===== config.mk =====
export PLATFORM = sky130hd
export DESIGN_NAME = gte_mac_lanes
export DESIGN_NICKNAME = d
export VERILOG_FILES = /design/src/rtl/gte_mac_lanes.sv
export SDC_FILE = /design/constraint.sdc
export NUM_CORES = 2
export LEC_CHECK = 0
export BUFFER_PORTS_ARGS = -buffer_cell sky130_fd_sc_hd__buf_2
export CORE_ASPECT_RATIO = 1.1
export CORE_UTILIZATION = 45
export CTS_CLUSTER_DIAMETER = 60
export DETAILED_ROUTE_END_ITERATION = 10
export PLACE_DENSITY = 0.71
export SYNTH_ARGS = -nofsm -noshare
export SYNTH_HDL_FRONTEND = slang
export SYNTH_SLANG_ARGS = --single-unit

===== constraint.sdc =====
create_clock -name i_clk -period 10 [get_ports i_clk]
set_input_delay 0 -clock i_clk [delete_from_list [all_inputs] [get_ports i_clk]]
set_output_delay 0 -clock i_clk [all_outputs]
set_load 0.02 [all_outputs]

===== src/rtl/gte_mac_lanes.sv =====
// gte_mac_lanes: N-lane operand-select multiply-accumulate with a valid/ready result stage.
// Define GTE_MAC_SAT_EN to clamp each lane result to OUT_W and report the clamp on o_ovf.
module gte_mac_lanes #(
    parameter int LANES = 3,
    parameter int IN_W  = 16,
    parameter int NSRC  = 8,
    parameter int ACC_W = 44,
    parameter int OUT_W = 32,
    parameter int SHIFT = 12,
    localparam int SW   = $clog2(NSRC)
) (
    input  logic                   i_clk,
    input  logic                   i_nRst,
    input  logic                   i_flush,
    input  logic                   i_valid,
    output logic                   o_ready,
    input  logic                   i_first,
    input  logic                   i_last,
    input  logic                   i_sf,
    input  logic [NSRC*IN_W-1:0]   i_srcL,
    input  logic [NSRC*IN_W-1:0]   i_srcR,
    input  logic [LANES*SW-1:0]    i_selL,
    input  logic [LANES*SW-1:0]    i_selR,
    input  logic [LANES-1:0]       i_unsL,
    output logic                   o_valid,
    input  logic                   i_ready,
    output logic [LANES*OUT_W-1:0] o_res,
    output logic [LANES-1:0]       o_ovf
);
    localparam int PW = 2 * IN_W + 3;

    logic stall, accept, update, load;
    logic v1_q, v1_d, first_q, first_d, last_q, last_d, sf_q, sf_d;
    logic open_q, open_d, valid_q, valid_d;
    logic [LANES-1:0][IN_W-1:0]  op_l, op_r;
    logic [LANES-1:0][IN_W:0]    l_q, l_d;
    logic [LANES-1:0][IN_W+1:0]  r_q, r_d;
    logic [LANES-1:0][PW-1:0]    prod;
    logic [LANES-1:0][ACC_W-1:0] acc_q, acc_d, acc_nx;
    logic [LANES-1:0][OUT_W-1:0] res_q, res_d, res_nx;
    logic [LANES-1:0]            ovf_q, ovf_d, ovf_nx;

    function automatic logic [IN_W-1:0] pick(input logic [NSRC*IN_W-1:0] bus, input logic [SW-1:0] sel);
        return (int'(sel) < NSRC) ? bus[int'(sel)*IN_W +: IN_W] : '0;
    endfunction

    // Returns {overflow, result} for one shifted lane sum.
    function automatic logic [OUT_W:0] clip(input logic [ACC_W-1:0] v);
`ifdef GTE_MAC_SAT_EN
        logic ovf;
        ovf = v[ACC_W-1:OUT_W-1] != {(ACC_W-OUT_W+1){v[ACC_W-1]}};
        return {ovf, ovf ? {v[ACC_W-1], {(OUT_W-1){~v[ACC_W-1]}}} : v[OUT_W-1:0]};
`else
        return {1'b0, v[OUT_W-1:0]};
`endif
    endfunction

    assign stall  = valid_q & ~i_ready;
    assign o_ready = ~stall;
    assign accept = i_valid & ~stall;
    assign update = v1_q & ~stall;
    assign load   = update & last_q;

    always_comb begin
        for (int n = 0; n < LANES; n++) begin
            op_l[n]   = pick(i_srcL, i_selL[n*SW +: SW]);
            op_r[n]   = pick(i_srcR, i_selR[n*SW +: SW]);
            l_d[n]    = stall ? l_q[n] : {op_l[n][IN_W-1] & ~i_unsL[n], op_l[n]};
            r_d[n]    = stall ? r_q[n] : {{2{op_r[n][IN_W-1]}}, op_r[n]};
            prod[n]   = PW'($signed(l_q[n])) * PW'($signed(r_q[n]));
            acc_nx[n] = ((first_q | ~open_q) ? '0 : acc_q[n]) + {{(ACC_W-PW){prod[n][PW-1]}}, prod[n]};
            {ovf_nx[n], res_nx[n]} = clip(ACC_W'($signed(acc_nx[n]) >>> (sf_q ? SHIFT : 0)));
        end
        v1_d    = i_flush ? 1'b0 : stall ? v1_q : accept;
        first_d = stall ? first_q : i_first;
        last_d  = stall ? last_q : i_last;
        sf_d    = stall ? sf_q : i_sf;
        open_d  = i_flush ? 1'b0 : update ? ~last_q : open_q;
        acc_d   = i_flush ? '0 : update ? acc_nx : acc_q;
        valid_d = i_flush ? 1'b0 : stall ? valid_q : load;
        res_d   = i_flush ? '0 : load ? res_nx : res_q;
        ovf_d   = i_flush ? '0 : load ? ovf_nx : stall ? ovf_q : '0;
    end

    always_ff @(posedge i_clk or negedge i_nRst) begin
        if (!i_nRst) begin
            v1_q    <= 1'b0;
            first_q <= 1'b0;
            last_q  <= 1'b0;
            sf_q    <= 1'b0;
            open_q  <= 1'b0;
            valid_q <= 1'b0;
            l_q     <= '0;
            r_q     <= '0;
            acc_q   <= '0;
            res_q   <= '0;
            ovf_q   <= '0;
        end else begin
            v1_q    <= v1_d;
            first_q <= first_d;
            last_q  <= last_d;
            sf_q    <= sf_d;
            open_q  <= open_d;
            valid_q <= valid_d;
            l_q     <= l_d;
            r_q     <= r_d;
            acc_q   <= acc_d;
            res_q   <= res_d;
            ovf_q   <= ovf_d;
        end
    end

    assign o_valid = valid_q;
    assign o_res   = res_q;
    assign o_ovf   = ovf_q;
endmodule

Word level (Yosys, flattened, before mapping)
Index checks and enable logic that the tools add are counted.
{"block": "word_totals", "output_inout_bits": 101, "register_bits": 336}
{"block": "classes", "n_shift": 9, "add_sub_neg": 3, "n_eq_ne": 2, "n_reduce_logical": 2, "mul": 3, "bitwise_logic": 15, "n_mux": 17}
{"op": "variable part select 128 x 8 -> 16 bit", "count": 6}
{"op": "two-way mux 132 bit", "count": 2}
{"op": "two-way mux 96 bit", "count": 2}
{"op": "adder 44 bit", "count": 3}
{"op": "two-way mux 44 bit", "count": 3}
{"op": "multiplier 17 x 16 -> 33 bit", "count": 3}
{"op": ">>> shifter 44 x 32 -> 32 bit", "count": 2}
{"op": ">>> shifter 44 x 4 -> 32 bit", "count": 1}
{"op": "two-way mux 3 bit", "count": 3}
{"op": "bitwise AND 1 bit", "count": 7}
{"op": "NOT 1 bit", "count": 7}
{"op": "two-way mux 1 bit", "count": 6}
{"op": "two-way mux 4 bit", "count": 1}
{"op": "nonzero test 2 bit", "count": 2}
{"op": "!= test 3 x 2 -> 1 bit (second input constant)", "count": 1}
{"op": "!= test 2 bit (second input constant)", "count": 1}
{"op": "bitwise OR 1 bit", "count": 1}

Longest topological paths before layout
{"block": "logic_depth", "word_depth": 7, "mapped_depth": 39, "depth_no_buf": 37}

Least setup slack after synthesis
OpenSTA, ideal clock, no wires.
{"block": "synth_timing", "kind": "register -> register", "start": "register r_q[43] (netlist name)", "end": "register acc_q[128] (netlist name)", "path_stages_with_launch": 38, "period_less_slack_ns": 8.587, "arrival_ns": 8.458, "t_required_ns": 9.871, "n_path_buf": 2, "path_slack_ns": 1.413, "cell_sequence": "dfrtp_1 clkbuf_1 clkbuf_1 nand2_1 fa_1 inv_1 fa_1 inv_1 fa_1 inv_1 fa_1 fa_1 inv_1 fa_1 inv_1 ha_1 a21o_1 a31o_2 [2 not listed] o211ai_1 a21oi_1 a31oi_1 a21oi_1 a21o_1 a211oi_1 nor2_1 ha_1 a21o_1 a21o_1 a221oi_1 o211ai_1 a21oi_1 o211ai_2 or4_1 o2111a_1 nor3_2 o21ai_1"}
{"block": "synth_between", "elab_chain_len": 4}
{"item": "from (decl)", "line": "37", "rtl": "logic [LANES-1:0][IN_W+1:0] r_q, r_d;"}
{"item": "from (signal assigned)", "line": "106", "rtl": "r_q <= r_d;"}
{"item": "multiplier 17 x 16 -> 33 bit", "line": "70", "rtl": "prod[n] = PW'($signed(l_q[n])) * PW'($signed(r_q[n]));"}
{"item": "adder 44 bit", "line": "71", "rtl": "acc_nx[n] = ((first_q | ~open_q) ? '0 : acc_q[n]) + {{(ACC_W-PW){prod[n][PW-1]}}, prod[n]};"}
{"item": "two-way mux 132 bit (2 in a row)", "line": "79", "rtl": "acc_d = i_flush ? '0 : update ? acc_nx : acc_q;"}
{"item": "to (signal assigned)", "line": "95", "rtl": "acc_q <= '0;"}
{"item": "to (signal assigned)", "line": "107", "rtl": "acc_q <= acc_d;"}
{"item": "to (decl)", "line": "39", "rtl": "logic [LANES-1:0][ACC_W-1:0] acc_q, acc_d, acc_nx;"}
No other way between the ends. The select of a mux whose other input is x is not followed.
A chain may end at the register's enable or synchronous reset.

Worst setup path after layout
{"block": "layout_timing", "start": "register r_q[37] (netlist name)", "end": "register acc_q[128] (netlist name)"}
The elaborated chain is that of the path after synthesis.

==> results.md <==
- Before antenna repair, the detailed router went through 6 iterations.
- The CTS tree is yes.
- The number of antenna violations at the first check in global routing is 25.
- The H-tree was split into 2 levels.
- The slowest stage of the critical path belongs to the cell sky130_fd_sc_hd__dfrtp_1.
- The number of resized instances in the post-cts repair step is 0.
- In this run the horizontal extent of the chip is 339 microns.
- The clock reaches the later pin of the worst-skew pair after 690 ps.
- For this run, the post-layout net count is 7770.
- The die outline height is 373 microns.
- The worst register-to-register path begins at r_q[37]$_DFFE_PN0N_.
- The maximum number of pins on one net before global-route repair is 142.
- The worst endpoint data arrival time is 9880 ps.
- The number of setup violations in the final report is 0.
- Summed over all nets, the half-perimeter wirelength after detailed placement is 141000 microns.
- The clock slew seen by the registers of the worst setup and hold paths is 60 ps.
- By area the synthesized netlist is led by sky130_fd_sc_hd__fa_1 30%, sky130_fd_sc_hd__dfrtp_1 15%, sky130_fd_sc_hd__ha_1 8.4%.
- The total overflow left after global routing is 0.
- The via count of the first global-routing pass is 47.3k.
- The synthesis warning total is 0.
- The beginning of the critical path is r_q[37]$_DFFE_PN0N_.
- Once detail routing completed, the nets flagged for antenna violations numbered 0.
- Headroom to the max-slew limit came out at 25.0%.
- The synthesized design contains 0 enable-type register cells.
- The first global-routing pass estimated 278000 microns of wire.
- The sequential share of the synthesized area is 14.8%.
- In this run the biggest area consumer among cell types represents 29.5% of the synthesized area.
- The total of flip-flops plus latches after synthesis is 333.
- The total clock sinks is 333.
- The deepest clock path buffer count is 3.
- The total of hold buffers inserted after clock tree synthesis is 145.
- For this design the top-level I/O count stands at 386.
- The post-detailed-route DRC marker count is 0.
- The max-slew violation count came to 0.
- The worst setup path is captured at a flop.
- The post-route netlist has 12.3% of its cells at a drive strength greater than 1.
- The cell area that synthesis handed to floorplanning was 0.0563 sq mm.
- The global placement routability congestion is 0.988.
- The maximum clock skew at final layout is 66.4 ps.
- The most numerous cell in the Yosys netlist is sky130_fd_sc_hd__inv_1.
- The total track usage is 28.5%.
- The share of the clock period used by the worst path is 93.4%.
- The critical path is of the flop to flop type.
- The starting utilization of the core area is 45.6%.
- By count the netlist is led by 970 x sky130_fd_sc_hd__inv_1, 831 x sky130_fd_sc_hd__fa_1, 706 x sky130_fd_sc_hd__nand2_1, 500 x sky130_fd_sc_hd__and2_1, 377 x sky130_fd_sc_hd__ha_1.
- The row count is 135.
- Of all nets on the critical path, the largest fanout is 18.
- The cell count after synthesis is 5929.
- Input and output buffers added on the ports amount to 382.
- The die covers 0.127 sq mm.
- In this run the mean area of a mapped cell was 9.50 sq um.
- The count of unique library cells instantiated by Yosys is 96.
- The required time at the worst-slack endpoint is 10540 ps.
- The buffer type at the clock tree root is sky130_fd_sc_hd__clkbuf_16.
- Counting flops with an async set or reset pin after synthesis yields a share of 100%.
- The routed design could run at a clock period as short as 9340 ps.
- The final layout contains routed wiring with a total length of 179000 microns.
- The routed wire length per instance is 22.4 microns.
- The number of hold violations in the final report is 0.
- The flow ran to the end, and the final reports show no timing, DRC or antenna violations.
- Setup repair after global routing left no endpoint under its margin.
- The relative area change from synthesis to final layout is 12.0%.
- The most area-hungry cell type in the Yosys netlist is sky130_fd_sc_hd__fa_1.
- The worst min-delay path category is input port to flop.
- The actual slew at the worst max-slew pin is 1120 ps.
- Timing would allow up to 0.107 GHz.
- The iteration-0 DRC count of the detailed router is 4158.
- The count of maximum capacitance violations is 0.
- For this block, the via count after detailed routing is 45.6k.
- The vias per cell is 5.72.
- Clock tree synthesis inserted a total of 51 buffers.
- Among the stages of the critical path, the cell type that occurs most often is sky130_fd_sc_hd__fa_1.
- Once the clock tree was built, the setup fixing pass inserted 0 buffers.
- The startpoint class of the critical path is a flop.
- The region available for standard cell placement spans 0.124 sq mm.
- The setup total negative slack is 0 ps.
- The most used flip-flop cell after synthesis is sky130_fd_sc_hd__dfrtp_1.
- The worst hold path begins at i_srcL[37].
- The largest stage delay on the critical path is 800 ps.
layer usage:
metal  wire, microns  GRT usage [%]
met5             114              0
met4            9960           13.8
met3           16500           6.29
met2           81800           43.9
met1           70100           38.0
flip-flops by register name, summed over array words and instances (netlist names):
register	flops
acc_q	132
first_q	1
l_q	51
last_q	1
o_res	96
o_valid	1
open_q	1
r_q	48
sf_q	1
v1_q	1
per-stage QoR:
step                cells  cell area (sq um)  hold slack, ps  util, %  setup WS [ps]
floorplan            5931              56400            -296        -           1410
global placement     7723              59700            35.9     48.3            747
detailed placement   7723              59700            40.4     48.3            674
CTS                  7960              63100           0.472     51.0            688
global route         7967              63100            22.4     51.0           36.2
finish               7972              63100            39.7     51.0            655
critical path, delay by kind of cell, from the launching register on:
kind | cells | cell delay, ps
AO/OA/AOI/OAI | 17 | 3190
AND/OR/NAND/NOR | 5 | 1030
adder cells (fa/ha/maj) | 8 | 3840
flip-flops | 1 | 800
buffers and inverters | 4 | 360
layout by cell type (no fill, tap or decap), drive strengths merged, types with 14 or more instances in the layout:
cell	instances
a211oi	14
o21ai	296
nand4	18
a22o	116
o21a	39
dlygate4sd3	144
nor2b	35
o21bai	31
nand3	40
mux2i	157
xor2	46
nor2	185
dfrtp	333
xnor2	174
and3	22
a31oi	25
a21oi	187
fa	831
nand2	706
and2	500
a22oi	20
clkbuf	63
inv	980
o211ai	20
ha	377
clkinv	14
a21o	95
buf	441
nand2b	32
nor3	30
mux4	192
final timing paths:
kind	end	slack (ps)	depth (start not counted)
min in group asynchronous	acc_q[3]$_DFFE_PN0P_	430	3
max	acc_q[128]$_DFFE_PN0P_	660	34
max reg2reg	acc_q[128]$_DFFE_PN0P_	660	34
min	l_q[22]$_DFFE_PN0N_	40	4
max in group asynchronous	acc_q[88]$_DFFE_PN0P_	7470	5
min reg2reg	acc_q[38]$_DFFE_PN0P_	470	2
cells by family after synthesis:
| logic type | after synthesis | share of synthesized area, % |
|---|---|---|
| XOR/XNOR | 220 | 3.43 |
| adder cells (fa/ha/maj) | 1208 | 37.9 |
| buffers and inverters | 1264 | 8.46 |
| AO/OA/AOI/OAI | 943 | 11.1 |
| multiplexers | 350 | 10.5 |
| flip-flops | 333 | 14.8 |
| AND/OR/NAND/NOR | 1610 | 13.9 |
| other | 1 | 0.00666 |
cell type report:
type	instances	area (sq um)
Fill cell	11400	60600
Tap cell	1644	2060
Clock inverter	29	445
Antenna cell	12	30.0
Multi-Input combinational cell	4334	43300
Inverter	972	3650
Clock buffer	63	1420
Timing Repair Buffer	585	3840
Sequential cell	333	8330
Power is left out: the tool's default activity adds up to more than one toggle a clock period on the data nets, which glitch-free logic cannot reach.
